## src/rtl/instr_fetch.sv

```systemverilog
// Instruction fetch stage: next-PC selection, credit-limited in-order memory requests,
// and a small FIFO of {pc, instr} pairs toward decode, with redirect flush and stale-response drop.
module instr_fetch #(
    parameter int          DEPTH    = 4,
    parameter logic [31:0] RESET_PC = 32'h0000_0000,
    parameter logic [31:0] NOP      = 32'h0000_0013
) (
    input  logic        clk,
    input  logic        reset,
    input  logic [31:0] pc_cur,
    output logic [31:0] pc_next,
    output logic        imem_req_valid,
    output logic [31:0] imem_req_addr,
    input  logic        imem_req_ready,
    input  logic        imem_rsp_valid,
    input  logic [31:0] imem_rsp_data,
    input  logic        redirect_valid,
    input  logic [31:0] redirect_target,
    output logic        if_valid,
    output logic [31:0] if_instr,
    output logic [31:0] if_pc,
    input  logic        if_ready
);

    localparam int PW = $clog2(DEPTH);
    localparam int CW = PW + 1;
    localparam logic [CW:0] CAP = (CW+1)'(DEPTH);

    logic [CW-1:0] outstanding;
    logic [CW-1:0] count;
    logic [CW-1:0] drop;
    logic [PW-1:0] fifo_wr, fifo_rd;
    logic [PW-1:0] aq_wr, aq_rd;

    logic [31:0] fifo_instr [DEPTH];
    logic [31:0] fifo_pc    [DEPTH];
    logic [31:0] aq_pc      [DEPTH];

    logic [CW:0] credit_used;
    logic        req_fire;
    logic        rsp_fire;
    logic        rsp_keep;
    logic        pop;

    // In-flight requests and buffered entries share one credit pool, so a
    // returning response always finds room in the FIFO.
    assign credit_used    = {1'b0, outstanding} + {1'b0, count};
    assign imem_req_valid = !reset && !redirect_valid && (credit_used < CAP);
    assign imem_req_addr  = pc_cur;
    assign req_fire       = imem_req_valid && imem_req_ready;

    // A response with nothing outstanding is a protocol error and is ignored.
    assign rsp_fire = imem_rsp_valid && (outstanding != '0);
    assign rsp_keep = rsp_fire && !redirect_valid && (drop == '0);
    assign pop      = (count != '0) && if_ready && !redirect_valid;

    always_comb begin
        // NOTE: every always_comb output gets a default first so no path can infer a latch.
        pc_next = pc_cur;
        if (reset)
            pc_next = RESET_PC;
        else if (redirect_valid)
            pc_next = redirect_target & ~32'h3;
        else if (req_fire)
            pc_next = pc_cur + 32'd4;
    end

    // NOTE: sequential state is updated only with non-blocking assignments so all
    // flops see pre-edge values regardless of block ordering.
    always_ff @(posedge clk or posedge reset) begin
        if (reset) begin
            outstanding <= '0;
            count       <= '0;
            drop        <= '0;
            fifo_wr     <= '0;
            fifo_rd     <= '0;
            aq_wr       <= '0;
            aq_rd       <= '0;
        end else begin
            outstanding <= outstanding + CW'(req_fire) - CW'(rsp_fire);
            if (req_fire)
                aq_wr <= aq_wr + PW'(1);
            if (rsp_fire)
                aq_rd <= aq_rd + PW'(1);

            if (redirect_valid) begin
                // Everything still in flight after this edge belongs to the old path.
                drop    <= outstanding - CW'(rsp_fire);
                count   <= '0;
                fifo_rd <= fifo_wr;
            end else begin
                if (rsp_fire && (drop != '0))
                    drop <= drop - CW'(1);
                count <= count + CW'(rsp_keep) - CW'(pop);
                if (rsp_keep)
                    fifo_wr <= fifo_wr + PW'(1);
                if (pop)
                    fifo_rd <= fifo_rd + PW'(1);
            end
        end
    end

    // NOTE: storage arrays carry no reset; the pointers and counters above decide
    // which entries are meaningful, so stale contents are never observed.
    always_ff @(posedge clk) begin
        if (req_fire)
            aq_pc[aq_wr] <= pc_cur;
        if (rsp_keep) begin
            fifo_instr[fifo_wr] <= imem_rsp_data;
            fifo_pc[fifo_wr]    <= aq_pc[aq_rd];
        end
    end

    assign if_valid = (count != '0);
    assign if_instr = if_valid ? fifo_instr[fifo_rd] : NOP;
    assign if_pc    = if_valid ? fifo_pc[fifo_rd]    : 32'h0;

endmodule
```

## config.mk

```make
export PLATFORM = sky130hd
export DESIGN_NAME = instr_fetch
export DESIGN_NICKNAME = d
export VERILOG_FILES = /design/src/rtl/instr_fetch.sv
export SDC_FILE = /design/constraint.sdc
export NUM_CORES = 1
export LEC_CHECK = 0
export ABC_AREA = 1
export CAP_MARGIN = 20
export CORE_ASPECT_RATIO = 1.4
export CORE_MARGIN = 8
export CORE_UTILIZATION = 40
export DETAILED_ROUTE_END_ITERATION = 7
export DONT_BUFFER_PORTS = 1
export PLACE_DENSITY_LB_ADDON = 0.15
export SLEW_MARGIN = 20
export SYNTH_ARGS = -nofsm -noshare
export SYNTH_HDL_FRONTEND = slang
export SYNTH_SLANG_ARGS = --single-unit
```

## constraint.sdc

```tcl
create_clock -name clk -period 7.3 [get_ports clk]
set_clock_uncertainty 0.1 [all_clocks]
set_input_delay 1.46 -clock clk [delete_from_list [all_inputs] [get_ports clk]]
set_output_delay 1.46 -clock clk [all_outputs]
set_load 0.01 [all_outputs]
```

# Yosys cells after proc, flatten, opt, wreduce, memory -nomap -nowiden

Memory sizes are Yosys's and may differ from the RTL's.
Cells that the tools add are included.

Add/sub/neg operators: 12
$lt $le $gt $ge: 1
Muxes and demuxes: 14
Bitwise operators: 1
Reduce and logical (&&, ||, !) cells: 18

Operator list:

| cell                                                                 | number |
|---|---|
| 32-bit 2-to-1 mux                                                    | 5 |
| 32-bit by 3-bit adder with 32-bit output, second input constant      | 1 |
| 1-bit logical AND                                                    | 9 |
| 3-bit 2-to-1 mux                                                     | 3 |
| 3-bit nonzero test                                                   | 3 |
| 3-bit by 1-bit subtractor with 3-bit output                          | 3 |
| 2-bit by 1-bit adder with 2-bit output, second input constant        | 4 |
| 3-bit by 1-bit adder with 3-bit output                               | 2 |
| 3-bit by 3-bit adder with 4-bit output                               | 1 |
| 4-bit by 3-bit < comparator with 1-bit output, second input constant | 1 |
| 1-bit 2-to-1 mux                                                     | 4 |
| 2-bit 2-to-1 mux                                                     | 2 |
| 2-bit nonzero test                                                   | 2 |
| 3-bit zero test                                                      | 1 |
| 3-bit by 1-bit subtractor with 3-bit output, second input constant   | 1 |
| 1-bit zero test                                                      | 2 |
| 2-bit AND reduction                                                  | 1 |
| 1-bit inverter                                                       | 1 |

Flip-flop bits (word level): 17
RAM bits: 384
Bits of input ports: 102
Output and inout bits: 130
Word-level logic and storage cells: 56
Memories kept: 3

Memory list:

| name       | depth | bits a word | read ports | clocked after memory_dff | wr ports | line | RTL |
|---|---|---|---|---|---|---|---|
| aq_pc      | 4     | 32          | 1          | 0                        | 1        | 37   | `logic [31:0] aq_pc [DEPTH];` |
| fifo_instr | 4     | 32          | 1          | 0                        | 1        | 35   | `logic [31:0] fifo_instr [DEPTH];` |
| fifo_pc    | 4     | 32          | 1          | 0                        | 1        | 36   | `logic [31:0] fifo_pc [DEPTH];` |

# Depth between registers and ports, before layout

Gate-level depths: netlist of the first run.

Depth in word-level cells: 7
Mapped depth: 12
Mapped depth without buffers: 12

# Least setup slack after synthesis of the first run

No wires, ideal clock.

Kind: input to register
Start point: input port redirect_valid
End point: memory fifo_instr[0][0] (enable)
Library setup time: 0.486 ns
Arrival time: 4.573 ns
Required time: 6.714 ns
Path slack: 2.140 ns
Stages: 5
Buffers on the path: 0
Path through: clkinv_1 nand2_1 nor2_1 nand2_2 nor2_1

Word-level cells in the longest chain between the ends: 5

Ends and longest elaborated chain:

| what                                   | line | RTL |
|---|---|---|
| start: declaration                     | 17   | `input logic redirect_valid,` |
| 1-bit zero test                        | 54   | `assign rsp_keep = rsp_fire && !redirect_valid && (drop == '0);` |
| 1-bit logical AND (2 in a row)         | 54   |  |
| 1-bit 2-to-1 mux                       | 108  | `if (rsp_keep) begin` |
| 1-bit 2-to-1 mux (implied by the code) | 109  | `fifo_instr[fifo_wr] <= imem_rsp_data;` |
| end: declaration                       | 35   |  |

Every way passes these cells.

# Final worst setup path of the first run

Start point: register fifo_rd[0]
End point: output port if_instr[1]

Word-level cells in the longest chain between the ends: 2

Ends and longest elaborated chain:

| what                     | line | RTL |
|---|---|---|
| start: declaration       | 32   | `logic [PW-1:0] fifo_wr, fifo_rd;` |
| start signal: assignment | 90   | `fifo_rd <= fifo_wr;` |
| start signal: assignment | 98   | `fifo_rd <= fifo_rd + PW'(1);` |
| memory read 4 x 32 bit   | -    |  |
| 32-bit 2-to-1 mux        | 115  | `assign if_instr = if_valid ? fifo_instr[fifo_rd] : NOP;` |
| end: declaration         | 20   | `output logic [31:0] if_instr,` |

Every way passes these cells.

==> results.sh, run 1 <==
export IMPL_outcome="complete, no violations"
export IMPL_synth_seq_cells=401
export IMPL_num_io_pins=232
export IMPL_syn_area_um2=17300
export IMPL_coreArea_um2=42900
export IMPL_dp_cells=1997
export IMPL_path_buf_inv=2
export IMPL_wl_met2_um=20800
export IMPL_num_rows=90
export IMPL_drtAntennaViolNets=0
export IMPL_synthArstFlopShare_pct=4.24
export IMPL_grt_ovfl_total=0
export IMPL_area_growth_pct=9.12
export IMPL_post_route_cells_drive_above_1_share_pct=5.89
export IMPL_clkTransAtPathRegs_ns=0.07
export IMPL_post_route_period_util_pct=68.2
export IMPL_synth_area_per_cell_um2=11.2
export IMPL_drc_errors=0
export IMPL_rsz0062_at_grt="no"
export IMPL_setup_tns_ns=0
export IMPL_irDropWorstVdd_mv=0.169
export IMPL_wl_per_cell_um=20.1
export IMPL_tritoncts="yes"
export IMPL_met3WireLength_um=2480
export IMPL_n_fill_cell=3941
export IMPL_grt_start_max_net_pins=87
export IMPL_clk_latency_ns=0.53
export IMPL_worst_setup_path_type="flop to primary output"
export IMPL_synth_cells=1541
export IMPL_via_count=10800
export IMPL_report_power_total_mw=6.85
export IMPL_wl_um=41500
export IMPL_dp_hpwl_um=24700
export IMPL_antenna_found_initial=0
export IMPL_arrival_ns=3.42
export IMPL_ys_warn_count=0
export IMPL_finalHoldViolCount=0
export IMPL_die_y_um=262
export IMPL_final_nets=1608
export IMPL_start_kind="flop"
export IMPL_pwr_density_cell_nw_per_um2=363
export IMPL_cp_end_kind="primary output"
export IMPL_grt_first_pass_wirelength_um=63000
export IMPL_crit_chain="clkinv_2, buf_4, nor2_1, o311ai_0"
export IMPL_drtIter0Drc=617
export IMPL_cts_sinks=401
export IMPL_final_cells=2064
export IMPL_min_path_type="flop to flop"
export IMPL_initial_core_util_pct=40.3
export IMPL_yosys_area_top_type="edfxtp_1"
export IMPL_period_needed_ns=4.98
export IMPL_fp_dieW_um=192
export IMPL_cts_hold_buf=0
export IMPL_grt_util_all_layers_pct=16.4
export IMPL_cts_resized=0
export IMPL_yosysUniqueCellTypes=34
export IMPL_grt_pass1_vias=10700
export IMPL_crit_fanout=86
export IMPL_fmaxAchievable_mhz=201
export IMPL_io_buffers=0
export IMPL_routed_via_density=5.22
export IMPL_relSlewSlack_pct=30.7
export IMPL_drt_met1_wl_um=17300
export IMPL_synth_edf_count=384
export IMPL_cts_setup_buffers=0
export IMPL_synth_flop_cell="edfxtp_1"
export IMPL_die_area_um2=50200
export IMPL_clk_path_buf_depth=3
export IMPL_required_ns=5.74
export IMPL_place_congestion=0.814
export IMPL_highest_layer="met4"
export IMPL_worst_slew_pin_slew_ns=1.04
export IMPL_slowest_stage="o311ai_0"
export IMPL_cts_buffers=38
export IMPL_slowest_delay_ns=0.80
export IMPL_synth_top_area_share_pct=66.7
export IMPL_syn_num_nets=1664
export IMPL_max_cap_violations=0
export IMPL_setup_viol=0
export IMPL_first_pass_iters=5
export IMPL_slew_violations=0
export IMPL_diodes=0
export IMPL_crit_family="buffers and inverters"
export IMPL_cts_root_buf="clkbuf_16"
export IMPL_yosys_top_cells_area="edfxtp_1, nor2_1, o21ai_0"
export IMPL_leakage_nw=6.40
export IMPL_htree_levels=2
export IMPL_seq_area_frac_synth_pct=69.2
## report_power, final
part	internal, mW	leakage [nW]	switching [mW]	total, mW
Clock	1.16	0.595	0.801	1.97
Sequential	2.83	3.66	0.124	2.95
Combinational	0.492	2.14	1.44	1.93
## worst paths after layout
check / start / to / slack (ns) / cells after the start
worst max-delay path: fifo_rd[0] / if_instr[1] / 2.32 / 4
worst min-delay path: drop[1] / drop[1] / 0.47 / 2
worst max register to register: count[1] / count[2] / 3.66 / 11
worst min register to register: drop[1] / drop[1] / 0.47 / 2
max in group asynchronous: reset / fifo_rd[0] / 5.86 / 2
min in group asynchronous: reset / aq_wr[0] / 0.84 / 2
## kinds of logic (layout without fill, tap and decap cells)
| kind of cell | Yosys count | in the layout | synth area share, % |
|---|---|---|---|
| AO/OA/AOI/OAI | 341 | 341 | 10.3 |
| XOR/XNOR | 14 | 14 | 0.710 |
| adder cells (fa/ha/maj) | 21 | 21 | 1.61 |
| buffers and inverters | 187 | 158 | 4.91 |
| flip-flops | 401 | 401 | 69.2 |
| AND/OR/NAND/NOR | 577 | 577 | 13.3 |
## sequential cells by signal, indices dropped and copies added (netlist names)
name and flops:
drop 3, aq_rd 2, aq_pc 128, fifo_rd 2, outstanding 3, fifo_pc 128, count 3, fifo_wr 2
fifo_instr 128, aq_wr 2
## per-layer routing
metal	GRT usage, %	up-vias
li1	-	5220
met1	19.9	5187
met2	28.6	316
met3	3.60	58
met4	4.80	0
met5	0	-
## cell usage in the layout (no fill, tap or decap), drive strengths merged, types with 4 or more instances in the layout
master / Yosys / layout
bufinv: 0 / 4
xor2: 11 / 11
a21boi: 4 / 4
clkinv: 1 / 12
dfrtp: 17 / 17
nor3: 4 / 4
nand3b: 4 / 4
clkbuf: 58 / 51
ha: 19 / 19
nand4: 10 / 10
a31oi: 4 / 4
buf: 58 / 20
a21oi: 73 / 73
inv: 70 / 69
nor2: 388 / 388
edfxtp: 384 / 384
nand3: 40 / 40
o311ai: 4 / 4
nand2: 126 / 126
o22ai: 32 / 32
o21ai: 221 / 221
## tightest hold or removal path: stages, from the launching register on
cell     delay, ns
dfrtp_1       0.32
inv_1         0.06
o21ai_0       0.16
## synthesized netlist by cell type, types with 7 or more instances
cell type  number
a21oi_1        73
buf_1           7
buf_2          18
buf_4          33
clkbuf_1       58
dfrtp_1        17
edfxtp_1      384
ha_1           19
inv_1          69
nand2_1       125
nand3_1        40
nand4_1        10
nor2_1        386
o21ai_0       218
o22ai_1        32
xor2_1         11
## area by class of cell
| cell class | count | area (um^2) | share of cell area, % |
|---|---|---|---|
| sequential | 401 | 12000 | 63.4 |
| multi-input combinational | 953 | 4520 | 24.0 |
| clock buffer | 51 | 1060 | 5.64 |
| tap | 552 | 691 | 3.66 |
| clock inverter | 16 | 179 | 0.949 |
| timing repair buffer | 20 | 170 | 0.902 |
| inverter | 71 | 269 | 1.43 |
## through the flow
stage	hold slack, ns	cell area (um^2)	worst slack, ns	utilization, %
after detailed placement	0.448	17600	2.55	41.1
after global placement	0.438	17600	2.58	41.0
after CTS	0.468	18900	2.25	44.0
final	0.473	18900	2.32	44.0
after global routing	0.521	18900	2.08	44.0
after floorplan	0.416	17300	2.14	-
(Power assumes the default switching activity.)
==> run 2, diff against run 1 <==
- clock period: 7.3 -> 4.25 ns (I/O delays scaled with it)
==> run 2 against run 1 <==
  * Final area increased by 1.6%
  * Worst hold slack worse by 0.19 ns
  * Cell count up 0.92%
  * Non-clock buffer count increased by 11
  * Clock power increased by 84%
  * Global-route usage about the same
  * Via count grew 0.83%
  * Count of clock-buffer cells in the layout up 7
  * Power rose by 77%
  * Critical path type unchanged
  * Highest routed layer unchanged
==> results.sh, run 2 (same netlist as run 1, synthesis figures left out) <==
export IMPL_seq_power_share_pct=41.4
export IMPL_arrival_ns=2.89
export IMPL_worst_setup_path_type="flop to primary output"
export IMPL_path_buf_inv=0
export IMPL_rsz0062_at_grt="no"
export IMPL_place_congestion=0.800
export IMPL_post_route_cells_drive_above_1_share_pct=7.25
export IMPL_num_io_pins=232
export IMPL_final_cells=2083
export IMPL_grt_ovfl_total=0
export IMPL_endpoint="pc_next[15]"
export IMPL_coreArea_um2=42900
export IMPL_cts_buffers=41
export IMPL_relSlewSlack_pct=42.0
export IMPL_p_clk_share_pct=29.9
export IMPL_crit_chain="ha_1, nor2_1, nand2_1, nor2_2, nand2_1, nor2_1, nand2_1, a31oi_1"
export IMPL_period_needed_ns=3.84
export IMPL_drc_errors=0
export IMPL_n_fill_cell=3954
export IMPL_start_kind="flop"
export IMPL_num_rows=90
export IMPL_reg2reg_depth=11
export IMPL_wl_um=41500
export IMPL_drtAntennaViolNets=0
export IMPL_required_ns=3.30
export IMPL_r2r_slack_ns=1.24
export IMPL_crit_fanout=13
export IMPL_holdPathStages=1
export IMPL_grt_pass1_vias=10700
export IMPL_max_cap_violations=0
export IMPL_setup_viol=0
export IMPL_cts_setup_buffers=0
export IMPL_r2r_end="outstanding[2]"
export IMPL_tritoncts="yes"
export IMPL_outcome="complete, no violations"
export IMPL_cts_root_buf="clkbuf_16"
export IMPL_dp_hpwl_um=25300
export IMPL_final_nets=1622
export IMPL_slowest_delay_ns=0.44
export IMPL_via_count=10900
export IMPL_pwr_density_cell_nw_per_um2=632
export IMPL_first_pass_iters=5
export IMPL_dp_cells=2008
export IMPL_leakage_nw=6.54
export IMPL_irDropWorstVdd_mv=0.398
export IMPL_grt_start_max_net_pins=130
export IMPL_min_path_type="input port to flop"
export IMPL_crit_family="simple AND/OR/NAND/NOR gates"
export IMPL_diodes=0
export IMPL_initial_core_util_pct=40.3
export IMPL_worstReg2RegStart="outstanding[2]"
export IMPL_layout_commonest_cell="edfxtp_1"
export IMPL_grt_first_pass_wirelength_um=63300
export IMPL_routed_via_density=5.22
export IMPL_path_depth=8
export IMPL_hold_ws_ns=0.282
export IMPL_finalHoldViolCount=0
export IMPL_top_regs="aq_pc x128, fifo_instr x128, fifo_pc x128"
export IMPL_htree_levels=2
export IMPL_switchingPower_mw=4.16
export IMPL_fmaxAchievable_mhz=260
export IMPL_antenna_found_initial=0
export IMPL_io_buffers=0
export IMPL_p_int_mw=7.94
export IMPL_wl_per_cell_um=19.9
export IMPL_cp_end_kind="primary output"
export IMPL_critPathLaunch="outstanding[2]"
export IMPL_switching_share_pct=34.4
export IMPL_seq_area_um2=12000
export IMPL_cts_hold_buf=0
export IMPL_die_y_um=262
export IMPL_layout_common_cells="edfxtp_1, nor2_1, o21ai_0, nand2_1, a21oi_1"
export IMPL_clk_path_buf_depth=3
export IMPL_cts_sinks=401
export IMPL_multi_input_area_um2=4520
export IMPL_clk_latency_ns=0.53
export IMPL_crit_top_cell="nand2_1"
export IMPL_die_area_um2=50200
export IMPL_clkTransAtPathRegs_ns=0.06
export IMPL_slew_violations=0
export IMPL_fp_dieW_um=192
export IMPL_power_frac_comb_pct=28.7
export IMPL_area_growth_pct=10.9
export IMPL_grt_util_all_layers_pct=16.4
export IMPL_slowest_stage="dfrtp_1"
export IMPL_drtIter0Drc=603
export IMPL_worst_slew_pin_slew_ns=0.859
export IMPL_post_route_period_util_pct=90.4
export IMPL_cts_resized=0
==> run 2: layer usage <==
| metal | part of all wire [%] | up-vias | global-route usage (%) |
|---|---|---|---|
| met5 | 0 | - | 0 |
| met4 | 2.1 | 0 | 4.54 |
| met3 | 6.1 | 53 | 4.17 |
| met2 | 50 | 284 | 28.7 |
| met1 | 42 | 5272 | 19.7 |
| li1 | - | 5262 | - |
==> run 2: through the flow <==
stage	cell area, um^2	setup WS, ns	utilization (%)	power, mW	setup TNS (ns)
global route	19200	0.0800	44.7	12.8	0
detailed placement	17800	0.769	41.5	8.67	0
floorplan	17300	-0.300	-	7.52	-76.75
global placement	17800	0.800	41.5	8.61	0
finish	19200	0.407	44.7	12.1	0
CTS	19200	0.331	44.7	12.3	0
==> run 2: worst min path at each step <==
stage | from | to
floorplan | fifo_wr[1] | fifo_rd[1]
detailed placement | drop[2] | drop[2]
finish | redirect_valid | count[0]
CTS | redirect_valid | count[0]
global placement | drop[2] | drop[2]
global route | redirect_valid | count[2]
==> run 2: power by group through the flow <==
stage | sequential [mW] | combinational [mW] | clock (mW)
after detailed placement | 5.10 | 3.58 | 0
final | 5.01 | 3.47 | 3.62
after floorplan | 5.02 | 2.49 | 0
after global routing | 5.04 | 3.95 | 3.85
after CTS | 5.01 | 3.58 | 3.72
after global placement | 5.09 | 3.51 | 0
==> run 2: layout make-up <==
class	count	area share (%)
tap	552	3.60
clock buffer	58	6.07
inverter	71	1.40
clock inverter	17	1.03
multi-input combinational	953	23.6
sequential	401	62.4
timing repair buffer	31	1.87
==> run 2: worst register-to-register path, cell delays in order (launching register included) <==
cell	delay (ns)
dfrtp_1	0.44
ha_1	0.31
nor2_1	0.10
nand2_1	0.13
nor2_2	0.25
nand2_1	0.41
ha_1	0.43
inv_1	0.06
ha_1	0.12
inv_1	0.04
fa_1	0.37
xnor2_1	0.14
==> run 3, diff against run 2 <==
- CORE_MARGIN: 8 -> not set
- CTS_CLUSTER_SIZE: not set -> 12
- PLACE_DENSITY_LB_ADDON: 0.15 -> not set
==> run 3 against run 2 <==
  * Critical path depth is the same
  * Via count fell by 0.18%
  * Sequential power is 1% lower
  * Count of clock-buffer cells in the layout grew 3
  * Combinational power about the same
  * Worst hold slack worse by 0.019 ns
  * Flip-flop and latch count stayed put
  * Power down 2.6%
  * First-iteration DRC count grew 4.3%
==> results.sh, run 3 (same netlist as run 1, synthesis figures left out) <==
export IMPL_layout_common_cells="edfxtp_1, nor2_1, o21ai_0, nand2_1, a21oi_1"
export IMPL_dp_hpwl_um=22800
export IMPL_worstReg2RegStart="outstanding[2]"
export IMPL_cts_buffers=41
export IMPL_grt_util_all_layers_pct=17.6
export IMPL_die_y_um=248
export IMPL_leakage_nw=6.46
export IMPL_num_io_pins=232
export IMPL_cts_sinks=401
export IMPL_first_pass_iters=5
export IMPL_outcome="complete, no violations"
export IMPL_cts_hold_buf=0
export IMPL_area_growth_pct=9.85
export IMPL_relSlewSlack_pct=30.3
export IMPL_pwr_density_cell_nw_per_um2=621
export IMPL_cts_root_buf="clkbuf_16"
export IMPL_grt_first_pass_wirelength_um=58600
export IMPL_min_path_type="input port to asynchronous set/reset pin"
export IMPL_drtAntennaViolNets=0
export IMPL_grt_start_max_net_pins=130
export IMPL_r2r_end="outstanding[1]"
export IMPL_required_ns=3.30
export IMPL_cp_end_kind="primary output"
export IMPL_grt_pass1_vias=10400
export IMPL_dp_cells=1997
export IMPL_cts_setup_buffers=0
export IMPL_top_regs="aq_pc x128, fifo_instr x128, fifo_pc x128"
export IMPL_worst_slew_pin_slew_ns=1.04
export IMPL_via_count=10900
export IMPL_io_buffers=0
export IMPL_fmaxAchievable_mhz=264
export IMPL_finalHoldViolCount=0
export IMPL_place_ws_ns=0.868
export IMPL_r2r_slack_ns=1.28
export IMPL_final_cells=2067
export IMPL_n_fill_cell=3807
export IMPL_clk_path_buf_depth=3
export IMPL_crit_fanout=13
export IMPL_start_kind="flop"
export IMPL_drtIter0Drc=629
export IMPL_clk_latency_ns=0.54
export IMPL_timing_final_ws_setup_ns=0.463
export IMPL_initial_core_util_pct=40.7
export IMPL_tritoncts="yes"
export IMPL_period_needed_ns=3.79
export IMPL_place_congestion=0.830
export IMPL_setup_viol=0
export IMPL_max_cap_violations=0
export IMPL_cts_resized=0
export IMPL_num_rows=89
export IMPL_htree_levels=2
export IMPL_final_nets=1617
export IMPL_die_area_um2=44100
export IMPL_clkTransAtPathRegs_ns=0.06
export IMPL_diodes=0
export IMPL_drc_errors=0
export IMPL_slew_violations=0
export IMPL_coreArea_um2=42400
export IMPL_routed_via_density=5.25
export IMPL_antenna_found_initial=0
export IMPL_rsz0062_at_grt="no"
export IMPL_arrival_ns=2.84
export IMPL_critPathLaunch="outstanding[2]"
export IMPL_fp_dieW_um=178
export IMPL_post_route_period_util_pct=89.1
export IMPL_wl_per_cell_um=18.6
export IMPL_irDropWorstVdd_mv=0.363
export IMPL_wl_um=38500
export IMPL_layout_commonest_cell="edfxtp_1"
export IMPL_reg2reg_depth=11
export IMPL_grt_ovfl_total=0
export IMPL_worst_setup_path_type="flop to primary output"
export IMPL_post_route_cells_drive_above_1_share_pct=6.25
export IMPL_endpoint="pc_next[15]"
## run 3: layer usage
| layer | track usage [%] | up-vias | routed length, um |
|---|---|---|---|
| li1 | - | 5251 | - |
| met1 | 20.7 | 5213 | 15900 |
| met2 | 30.9 | 319 | 19200 |
| met3 | 4.00 | 68 | 2270 |
| met4 | 6.89 | 0 | 1120 |
| met5 | 0 | - | 0 |
## run 3: power by group
group / switching [mW] / internal (mW)
Clock: 1.38 / 1.99
Sequential: 0.102 / 4.86
Combinational: 2.55 / 0.907
## run 3: how the worst min path moves through the flow
stage	from	to	cells past startpoint	slack [ns]
floorplan	fifo_wr[1]	fifo_rd[1]	2	0.42
global placement	drop[2]	drop[2]	2	0.44
detailed placement	drop[2]	drop[2]	2	0.45
CTS	reset	aq_wr[1]	1	0.24
global route	reset	aq_wr[1]	1	0.27
finish	reset	aq_wr[1]	1	0.26
## run 3: area by class of cell
class / count / area [um^2] / area share (%)
multi-input combinational: 953 / 4520 / 23.8
sequential: 401 / 12000 / 63.0
clock buffer: 61 / 1150 / 6.07
inverter: 71 / 268 / 1.41
clock inverter: 9 / 100 / 0.527
timing repair buffer: 26 / 295 / 1.56
tap: 546 / 683 / 3.60
## run 3: critical path, stage by stage, from the launching register on
cell	delay [ns]
dfrtp_1	0.44
ha_1	0.31
nor2_1	0.10
nand2_1	0.12
nor2_2	0.24
nand2_1	0.39
nor2_1	0.31
nand2_1	0.08
a31oi_1	0.30
## run 3: per-stage QoR
stage / power (mW) / hold WS, ns / instance area, um^2 / TNS [ns] / utilization, %
6_report: 11.8 / 0.263 / 19000 / 0 / 44.7
5_1_grt: 12.5 / 0.266 / 19000 / 0 / 44.7
4_1_cts: 11.9 / 0.242 / 19000 / 0 / 44.7
3_5_place_dp: 8.58 / 0.452 / 17700 / 0 / 41.8
3_3_place_gp: 8.46 / 0.440 / 17700 / 0 / 41.8
2_1_floorplan: 7.52 / 0.416 / 17300 / -76.75 / -
